===== src/rtl/store_buffer_if.sv =====
// Store-path, load-path and data-memory port bundle for store_buffer.
// The slave modport is the buffer's view; master is the core/memory side.
interface store_buffer_if #(
    parameter int DEPTH = 4,
    parameter int AW    = 5,
    parameter int DW    = 32
);
    logic                         st_valid;
    logic [AW-1:0]                st_addr;
    logic [DW-1:0]                st_data;
    logic                         st_ready;
    logic                         ld_req;
    logic [AW-1:0]                ld_addr;
    logic [DW-1:0]                ld_data;
    logic                         ld_ready;
    logic [AW-1:0]                dm_address;
    logic [DW-1:0]                dm_wd;
    logic                         dm_we;
    logic [DW-1:0]                dm_rd;
    logic                         empty;
    logic [$clog2(DEPTH+1)-1:0]   count;

    modport slave (
        input  st_valid, st_addr, st_data, ld_req, ld_addr, dm_rd,
        output st_ready, ld_data, ld_ready, dm_address, dm_wd, dm_we, empty, count
    );

    modport master (
        output st_valid, st_addr, st_data, ld_req, ld_addr, dm_rd,
        input  st_ready, ld_data, ld_ready, dm_address, dm_wd, dm_we, empty, count
    );
endinterface


===== src/rtl/store_buffer.sv =====
// Posted-write FIFO between the core store path and the single-port data memory.
// Define STORE_BUF_FWD_EN to forward load hits from pending entries; otherwise hits force a drain.
module store_buffer #(
    parameter int DEPTH = 4,
    parameter int AW    = 5,
    parameter int DW    = 32
) (
    input  logic          clk_i,
    input  logic          reset_i,
    store_buffer_if.slave bus
);
    localparam int PW = $clog2(DEPTH);
    localparam int CW = $clog2(DEPTH + 1);

    logic [AW-1:0] addr_q [DEPTH];
    logic [DW-1:0] data_q [DEPTH];
    logic [PW-1:0] head_q, head_d;
    logic [PW-1:0] tail_q, tail_d;
    logic [CW-1:0] count_q, count_d;

    logic          enq;
    logic          drain;
    logic          hit;
    logic          not_empty;

    assign not_empty    = (count_q != '0);
    assign bus.st_ready = (count_q != CW'(DEPTH));
    assign bus.empty    = !not_empty;
    assign bus.count    = count_q;
    assign enq          = bus.st_valid && bus.st_ready;

`ifdef STORE_BUF_FWD_EN
    logic [DW-1:0] hit_data;

    // Youngest-first search: walk back from tail-1 over the occupied slots only.
    always_comb begin
        // NOTE: every variable gets a default before the loop so no path leaves it unassigned (no latch).
        hit      = 1'b0;
        hit_data = '0;
        for (int i = 0; i < DEPTH; i++) begin
            if (!hit && (CW'(i) < count_q) &&
                (addr_q[tail_q - PW'(i + 1)] == bus.ld_addr)) begin
                hit      = 1'b1;
                hit_data = data_q[tail_q - PW'(i + 1)];
            end
        end
    end

    assign drain        = !bus.ld_req && not_empty;
    assign bus.ld_ready = bus.ld_req;
    assign bus.ld_data  = hit ? hit_data : bus.dm_rd;
`else
    always_comb begin
        hit = 1'b0;
        for (int i = 0; i < DEPTH; i++) begin
            if ((CW'(i) < count_q) && (addr_q[tail_q - PW'(i + 1)] == bus.ld_addr)) begin
                hit = 1'b1;
            end
        end
    end

    // A hit stalls the load and steals the port so older stores reach memory first.
    assign drain        = not_empty && (!bus.ld_req || hit);
    assign bus.ld_ready = bus.ld_req && !hit;
    assign bus.ld_data  = hit ? '0 : bus.dm_rd;
`endif

    always_comb begin
        bus.dm_we      = 1'b0;
        bus.dm_address = '0;
        bus.dm_wd      = '0;
        if (drain) begin
            bus.dm_we      = 1'b1;
            bus.dm_address = addr_q[head_q];
            bus.dm_wd      = data_q[head_q];
        end else if (bus.ld_req) begin
            bus.dm_address = bus.ld_addr;
        end
    end

    always_comb begin
        head_d  = head_q + PW'(drain);
        tail_d  = tail_q + PW'(enq);
        count_d = count_q + CW'(enq) - CW'(drain);
    end

    // NOTE: sequential state uses non-blocking assignments so every register samples pre-edge values.
    always_ff @(posedge clk_i or posedge reset_i) begin
        if (reset_i) begin
            head_q  <= '0;
            tail_q  <= '0;
            count_q <= '0;
        end else begin
            head_q  <= head_d;
            tail_q  <= tail_d;
            count_q <= count_d;
        end
    end

    // NOTE: entry storage is deliberately not reset; count_q alone decides which slots are valid.
    always_ff @(posedge clk_i) begin
        if (enq) begin
            addr_q[tail_q] <= bus.st_addr;
            data_q[tail_q] <= bus.st_data;
        end
    end
endmodule


===== src/flat_wrapper.sv =====
// flat-port wrapper written by rule: the top's interface ports become plain ports
module store_buffer_flat 
#(
    parameter int DEPTH = 4,
    parameter int AW    = 5,
    parameter int DW    = 32
)
  (clk_i, reset_i, bus_st_valid, bus_st_addr, bus_st_data, bus_ld_req, bus_ld_addr, bus_dm_rd, bus_st_ready, bus_ld_data, bus_ld_ready, bus_dm_address, bus_dm_wd, bus_dm_we, bus_empty, bus_count);
  store_buffer_if #(.DEPTH(DEPTH), .AW(AW), .DW(DW)) bus_i ();
  input  logic clk_i;
  input  logic reset_i;
  input wire logic [$bits(bus_i.st_valid)-1:0] bus_st_valid;
  input wire logic [$bits(bus_i.st_addr)-1:0] bus_st_addr;
  input wire logic [$bits(bus_i.st_data)-1:0] bus_st_data;
  input wire logic [$bits(bus_i.ld_req)-1:0] bus_ld_req;
  input wire logic [$bits(bus_i.ld_addr)-1:0] bus_ld_addr;
  input wire logic [$bits(bus_i.dm_rd)-1:0] bus_dm_rd;
  output wire logic [$bits(bus_i.st_ready)-1:0] bus_st_ready;
  output wire logic [$bits(bus_i.ld_data)-1:0] bus_ld_data;
  output wire logic [$bits(bus_i.ld_ready)-1:0] bus_ld_ready;
  output wire logic [$bits(bus_i.dm_address)-1:0] bus_dm_address;
  output wire logic [$bits(bus_i.dm_wd)-1:0] bus_dm_wd;
  output wire logic [$bits(bus_i.dm_we)-1:0] bus_dm_we;
  output wire logic [$bits(bus_i.empty)-1:0] bus_empty;
  output wire logic [$bits(bus_i.count)-1:0] bus_count;
  assign bus_i.st_valid = bus_st_valid;
  assign bus_i.st_addr = bus_st_addr;
  assign bus_i.st_data = bus_st_data;
  assign bus_i.ld_req = bus_ld_req;
  assign bus_i.ld_addr = bus_ld_addr;
  assign bus_i.dm_rd = bus_dm_rd;
  assign bus_st_ready = bus_i.st_ready;
  assign bus_ld_data = bus_i.ld_data;
  assign bus_ld_ready = bus_i.ld_ready;
  assign bus_dm_address = bus_i.dm_address;
  assign bus_dm_wd = bus_i.dm_wd;
  assign bus_dm_we = bus_i.dm_we;
  assign bus_empty = bus_i.empty;
  assign bus_count = bus_i.count;
  store_buffer #(.DEPTH(DEPTH), .AW(AW), .DW(DW)) u_core (.clk_i(clk_i), .reset_i(reset_i), .bus(bus_i));
endmodule

===== config.mk =====
export PLATFORM = sky130hd
export DESIGN_NAME = store_buffer_flat
export DESIGN_NICKNAME = d
export VERILOG_FILES = /design/src/rtl/store_buffer_if.sv /design/src/rtl/store_buffer.sv /design/src/flat_wrapper.sv
export SDC_FILE = /design/constraint.sdc
export NUM_CORES = 1
export LEC_CHECK = 0
export ABC_AREA = 1
export CAP_MARGIN = 20
export CORE_MARGIN = 8
export CORE_UTILIZATION = 50
export DETAILED_ROUTE_END_ITERATION = 7
export GPL_TIMING_DRIVEN = 0
export PLACE_DENSITY = 0.85
export SETUP_SLACK_MARGIN = 0.05
export SLEW_MARGIN = 30
export SYNTH_ARGS = -nofsm -noshare
export SYNTH_HDL_FRONTEND = slang
export SYNTH_SLANG_ARGS = --single-unit

===== constraint.sdc =====
create_clock -name clk_i -period 4.2 [get_ports clk_i]
set_input_delay 1.26 -clock clk_i [delete_from_list [all_inputs] [get_ports clk_i]]
set_output_delay 1.26 -clock clk_i [all_outputs]
set_load 0.05 [all_outputs]

== Word-level counts from Yosys, hierarchy flattened ==
Memories as Yosys holds them, arrays and structs flattened.
Index checks and enable logic that the tools add are counted.

* Add/sub/neg operators: 7
* Multipliers: 0
* Divide/modulo/power cells: 0
* Magnitude comparators: 4
* Equal/unequal tests: 5
* Shift-type cells: 0
* Muxes and demuxes: 11
* Bitwise gates (word level): 0
* Reductions and logical operators: 12

{| class="wikitable"
|+ Operators with widths
! kind !! count
|-
| $mux W32 || 2
|-
| $eq A5 B5 Y1 || 4
|-
| $mux W5 || 2
|-
| $logic_and A1 B1 Y1 || 7
|-
| $mux W1 || 7
|-
| $lt A1 B3 Y1 const A || 2
|-
| $lt A2 B3 Y1 const A || 2
|-
| $add A2 B1 Y2 || 2
|-
| $sub A2 B2 Y2 const B || 2
|-
| $add A3 B1 Y3 || 1
|-
| $logic_not A1 Y1 || 3
|-
| $ne A3 B3 Y1 const B || 1
|-
| $reduce_bool A3 Y1 || 1
|-
| $sub A3 B1 Y3 || 1
|-
| $sub A2 B1 Y2 const B || 1
|-
| $logic_or A1 B1 Y1 || 1
|}

* Register bits after elaboration: 7
* Latch bits: 0
* RAM bits: 148
* ROM bits: 0
* Input port bits: 78
* Output and inout bits: 76
* Logic and storage cells: 44
* Memories kept: 2

{| class="wikitable"
|+ Memory list
! name !! words !! width !! rd ports !! clocked after memory_dff !! wr ports !! line !! source
|-
| u_core.data_q || 4 || 32 || 1 || 0 || 1 || store_buffer.sv:16 || <nowiki>logic [DW-1:0] data_q [DEPTH];</nowiki>
|-
| u_core.addr_q || 4 || 5 || 5 || 0 || 1 || store_buffer.sv:15 || <nowiki>logic [AW-1:0] addr_q [DEPTH];</nowiki>
|}

== Logic depth before layout (Yosys ltp) ==
An unclocked memory read counts as a cell.

* Depth in word-level cells: 11
* Gate-level depth with buffers: 22
* Depth with buffers taken out: 19

== Worst setup path after synthesis ==
OpenSTA, ideal clock, no wires.

* Kind: input-to-output
* Start: input port bus_ld_addr[1]
* End: output port bus_dm_wd[10]
* Arrival time: 2953 ps
* Required time: 2940 ps
* Setup slack: -13 ps
* Stages on the path: 12
* Buffers on the path: 2
* Cell sequence: clkbuf_1 > inv_1 > nand3_1 > nand2_1 > nor2_1 > nand3_1 > nand2_1 > nor2_4 > nand2_4 > nand2_4 > buf_2 > nor2_1

* Cells in the longest elaborated chain, start to end: 9
* Elaborated cells between the ends (all ways): 15
* Those cells by class: 4 x eq/ne; 5 x mux; 6 x reduce/logical

{| class="wikitable"
|+ RTL lines
! item !! line !! source
|-
| start, declared || flat_wrapper.sv:16 || <nowiki>input wire logic [$bits(bus_i.ld_addr)-1:0] bus_ld_addr;</nowiki>
|-
| $eq A5 B5 Y1 || store_buffer.sv:56 || <nowiki>if ((CW'(i) < count_q) && (addr_q[tail_q - PW'(i + 1)] == bus.ld_addr)) begin</nowiki>
|-
| $logic_and A1 B1 Y1 || store_buffer.sv:56 ||
|-
| $mux W1 (3 in series) || store_buffer.sv:56 ||
|-
| $mux W1 * || store_buffer.sv:56 ||
|-
| $logic_or A1 B1 Y1 * || store_buffer.sv:63 || <nowiki>assign drain = not_empty && (!bus.ld_req || hit);</nowiki>
|-
| $logic_and A1 B1 Y1 * || store_buffer.sv:63 ||
|-
| $mux W32 * || store_buffer.sv:72 || <nowiki>if (drain) begin</nowiki>
|-
| end, declared || flat_wrapper.sv:22 || <nowiki>output wire logic [$bits(bus_i.dm_wd)-1:0] bus_dm_wd;</nowiki>
|}

Mark *: on every way between the ends. The rest lies on a longest branch, timed or not.

== Worst setup path after layout ==
* Start: register u_core.tail_q[0]
* End: output port bus_dm_wd[30]

* Cells in the longest elaborated chain, start to end: 11
* Elaborated cells between the ends (all ways): 19
* Those cells by class: 3 x add/sub; 4 x eq/ne; 5 x mux; 6 x reduce/logical; 1 x memory

{| class="wikitable"
|+ RTL lines
! item !! line !! source
|-
| start, declared || store_buffer.sv:18 || <nowiki>logic [PW-1:0] tail_q, tail_d;</nowiki>
|-
| start signal, assigned || store_buffer.sv:95 || <nowiki>tail_q <= tail_d;</nowiki>
|-
| $sub A2 B1 Y2 || store_buffer.sv:56 ||
|-
| $mem_v2 Z4 W5 * || -- ||
|-
| $eq A5 B5 Y1 || store_buffer.sv:56 ||
|-
| $logic_and A1 B1 Y1 || store_buffer.sv:56 ||
|-
| $mux W1 (3 in series) || store_buffer.sv:56 ||
|-
| $mux W1 * || store_buffer.sv:56 ||
|-
| $logic_or A1 B1 Y1 * || store_buffer.sv:63 ||
|-
| $logic_and A1 B1 Y1 * || store_buffer.sv:63 ||
|-
| $mux W32 * || store_buffer.sv:72 ||
|}

Marked as above.

==> flow_metrics.tcl <==
set metrics [dict create \
    synthDistinctLibCells 24 \
    worst-path-max-fanout 6 \
    drt_drc_violations_left 0 \
    first_pass_grt_wire_length_um 32900 \
    clkSinkCount 155 \
    final_layout_size_suffix_gt1_share_pct 22.1 \
    globalRouteTotalUtil_pct 21.4 \
    viasPerCell 5.63 \
    startpoint_type "flip-flop" \
    floorplan.rows 44 \
    worst_hold_startpoint "u_core.head_q[0]$_DFF_PP0_" \
    hpwl_um 14600 \
    ys_seq_area_share_pct 61.6 \
    drt.antenna.violating_nets 0 \
    clkLatencyLatePin_ps 410 \
    synth-seq-cells 155 \
    critPathMaxStageDelay_ps 420 \
    synthTopCellsByArea "sky130_fd_sc_hd__edfxtp_1 (59%), sky130_fd_sc_hd__nand2_1 (11%), sky130_fd_sc_hd__nand3_1 (4.3%)" \
    criticalPathCategory "flip-flop to output port" \
    critPathMostFrequentCell "sky130_fd_sc_hd__nand2_1" \
    run_status "finished clean" \
    synth-edff-count 148 \
    worst_pin_slew_ps 657 \
    initialDrtViolationCount 705 \
    fillers 977 \
    yosys.area.top_type "sky130_fd_sc_hd__edfxtp_1" \
    area_taken_by_multi_input_logic_gates_sq_um 2580 \
    hp-class "flip-flop to flip-flop" \
    maxClockFrequency_mhz 244 \
    timing.final.hold_violations 0 \
    clk_pin_slew_ps 60 \
    ff2ff_path_depth 22 \
    whs_endpoint "u_core.head_q[0]$_DFF_PP0_" \
    r2r_start "u_core.tail_q[1]$_DFF_PP0_" \
    ctsHoldBuffers 0 \
    endpoint_kind "output port" \
    floorplan.die_area_sq_um 19200 \
    final_nets 1010 \
    combined_area_of_all_synthesized_cells_sq_um 7500 \
    synth_fp_nets 819 \
    firstDrtPassIters 7 \
    dieHeight_um 139 \
    post-route-cell-area_sq_um 10300 \
    timing.final.setup_violations 0 \
    number_of_buffers_and_inverters_on_the_critical_path 6 \
    async_sr_flop_fraction_pct 4.52 \
    grt_remaining_overflow 0 \
    cpMaxStageDelayCell "sky130_fd_sc_hd__dfrtp_2" \
    io-pin-count 154 \
    avgSynthCellArea_sq_um 10.3 \
    routed_wire_length_per_instance_um 19.2 \
    cp_data_required_time_ps 2940 \
    clock-skew-final_ps 10.0 \
    cts_tree "done" \
    syn-instance-count 730 \
    cts_inserted_buffers 17 \
    synth.yosys.warnings 0 \
    initial_core_util_pct 51.4 \
    dominant_cell_by_count_in_the_synthesized_netlist "sky130_fd_sc_hd__nand2_1" \
    synth_top_area_share_pct 59.2 \
    report.final.slew_viol_count 0 \
    synth.cells.most_frequent "sky130_fd_sc_hd__nand2_1 (210), sky130_fd_sc_hd__edfxtp_1 (148), sky130_fd_sc_hd__nor2_1 (76)" \
    fp.coreArea_sq_um 14600 \
    cp_data_arrival_time_ps 2850 \
    grt_antenna_before_repair 2 \
    grt_pass1_vias 6400 \
    clock_tree.htree_level_count 4 \
    ctsRootBufferMaster "sky130_fd_sc_hd__clkbuf_16" \
    via_count 6307 \
    final.period_utilization_pct 97.7 \
    timing.critical_path.max_delay_family "simple AND/OR/NAND/NOR gates" \
    ff2ff_setup_slack_ps 830 \
    routed_wl_um 21500 \
    grt_max_degree 21 \
    cts_max_path_buffers 2 \
    ff_latch_area_sq_um 4620 \
    timing.max_slew.rel_slack_pct 56.1 \
    postSynth.topFlopCell "sky130_fd_sc_hd__edfxtp_1" \
    worstPathCellList "inv_2 -> buf_8 -> ha_4 -> clkbuf_16 -> nand3_1 -> nand2_1 -> nand2_1 -> nand2_1 -> nor2_1 -> nand3_1 -> nand2_2 -> nor2_4 -> nand2_4 -> nand2_4 -> buf_12 -> clkbuf_16 -> nor2_4 -> buf_8" \
    grt_setup_unrepaired "yes" \
    finalWeightedCongestion 0.856 \
    drv.max_cap_violation_count 0 \
    io_port_bufs 151 \
    final_critical_delay_including_setup_and_external_delays_ps 4110 \
    die_w_um 139 \
    r2r_end "u_core.bus.count[2]$_DFF_PP0_" \
    syn_to_final_growth_pct 36.8 \
    min_path_cells 1 \
    placed_cell_area_sq_um 9460 \
]
## area by class of cell
type	count	share of cell area [%]
flip-flops and latches	155	45.0
multi-input cells	473	25.1
repair buffers	172	17.4
clock buffers	18	4.18
plain buffers	39	2.65
inverters	63	2.40
well taps	184	2.24
clock inverters	14	0.926
diodes	2	0.0488
## stage by stage
| step | utilization (%) | cells | worst slack, ps | hold slack [ps] | TNS [ps] |
|---|---|---|---|---|---|
| after floorplan | - | 730 | -13.2 | 505 | -132 |
| after global placement | 63.4 | 1065 | -955 | 532 | -162080 |
| after detailed placement | 64.9 | 1072 | -990 | 584 | -57030 |
| after CTS | 68.3 | 1107 | 50.1 | 606 | 0 |
| after global routing | 70.4 | 1120 | -30.3 | 616 | -127 |
| final | 70.4 | 1120 | 95.0 | 621 | 0 |
## state kept, by name (all words and copies together) (netlist names)
signal,count
u_core.data_q,128
u_core.addr_q,20
u_core.bus.count,3
u_core.head_q,2
u_core.tail_q,2
## cells by family (layout without fill, tap and decap cells)
family / after synthesis / count (layout) / synth area share [%]
XOR/XNOR: 3 / 3 / 0.350
AO/OA/AOI/OAI: 81 / 81 / 7.62
buffers and inverters: 102 / 306 / 6.19
AND/OR/NAND/NOR: 378 / 378 / 22.4
other: 0 / 2 / 0
adder cells (fa/ha/maj): 11 / 11 / 1.93
flip-flops: 155 / 155 / 61.6
## cells in the final DEF (no fill, tap or decap), types with 3 or more instances in the layout
cell type,netlist,final
sky130_fd_sc_hd__a21oi_1,33,33
sky130_fd_sc_hd__a32o_1,32,32
sky130_fd_sc_hd__buf_16,0,8
sky130_fd_sc_hd__buf_2,8,21
sky130_fd_sc_hd__buf_4,2,19
sky130_fd_sc_hd__buf_6,2,12
sky130_fd_sc_hd__buf_8,0,18
sky130_fd_sc_hd__clkbuf_1,24,24
sky130_fd_sc_hd__clkbuf_16,0,21
sky130_fd_sc_hd__clkbuf_2,0,3
sky130_fd_sc_hd__clkbuf_4,0,24
sky130_fd_sc_hd__clkdlybuf4s50_1,0,77
sky130_fd_sc_hd__clkinv_1,2,3
sky130_fd_sc_hd__clkinv_2,0,4
sky130_fd_sc_hd__dfrtp_1,7,6
sky130_fd_sc_hd__edfxtp_1,148,148
sky130_fd_sc_hd__ha_1,10,9
sky130_fd_sc_hd__inv_1,59,57
sky130_fd_sc_hd__inv_2,2,3
sky130_fd_sc_hd__inv_6,0,4
sky130_fd_sc_hd__nand2_1,210,204
sky130_fd_sc_hd__nand2_2,5,11
sky130_fd_sc_hd__nand3_1,65,50
sky130_fd_sc_hd__nand3_2,0,14
sky130_fd_sc_hd__nor2_1,76,64
sky130_fd_sc_hd__nor2_2,0,8
sky130_fd_sc_hd__nor2_4,20,24
sky130_fd_sc_hd__o21ai_0,11,11
sky130_fd_sc_hd__o22ai_1,5,5
## per-layer routing
| layer | vias up | GRT usage [%] | share of wire (%) |
|---|---|---|---|
| li1 | 2871 | - | - |
| met1 | 2955 | 24.8 | 37 |
| met2 | 418 | 37.2 | 51 |
| met3 | 63 | 5.45 | 9.2 |
| met4 | 0 | 8.18 | 2.7 |
| met5 | - | 0 | 0 |
## worst max path at each step
stage,from,end,slack [ps],cells after the start
finish,u_core.tail_q[0]$_DFF_PP0_,bus_dm_wd[30],90,18
global route,u_core.tail_q[0]$_DFF_PP0_,bus_dm_wd[30],-30,18
detailed placement,bus_ld_addr[4],bus_dm_we,-990,14
global placement,bus_ld_addr[3],bus_dm_wd[28],-950,14
floorplan,bus_ld_addr[1],bus_dm_wd[10],-10,12
CTS,bus_ld_addr[0],bus_ld_data[29],50,12
## what timing repair did
item	CTS	global route
resized for setup	355	149
endpoints found under the setup margin	71	71
setup buffers	3	7
gates cloned	0	4
pin swaps	1	21
Power is left out: the tool's default activity adds up to more than one toggle a clock period on the data nets, which glitch-free logic cannot reach.
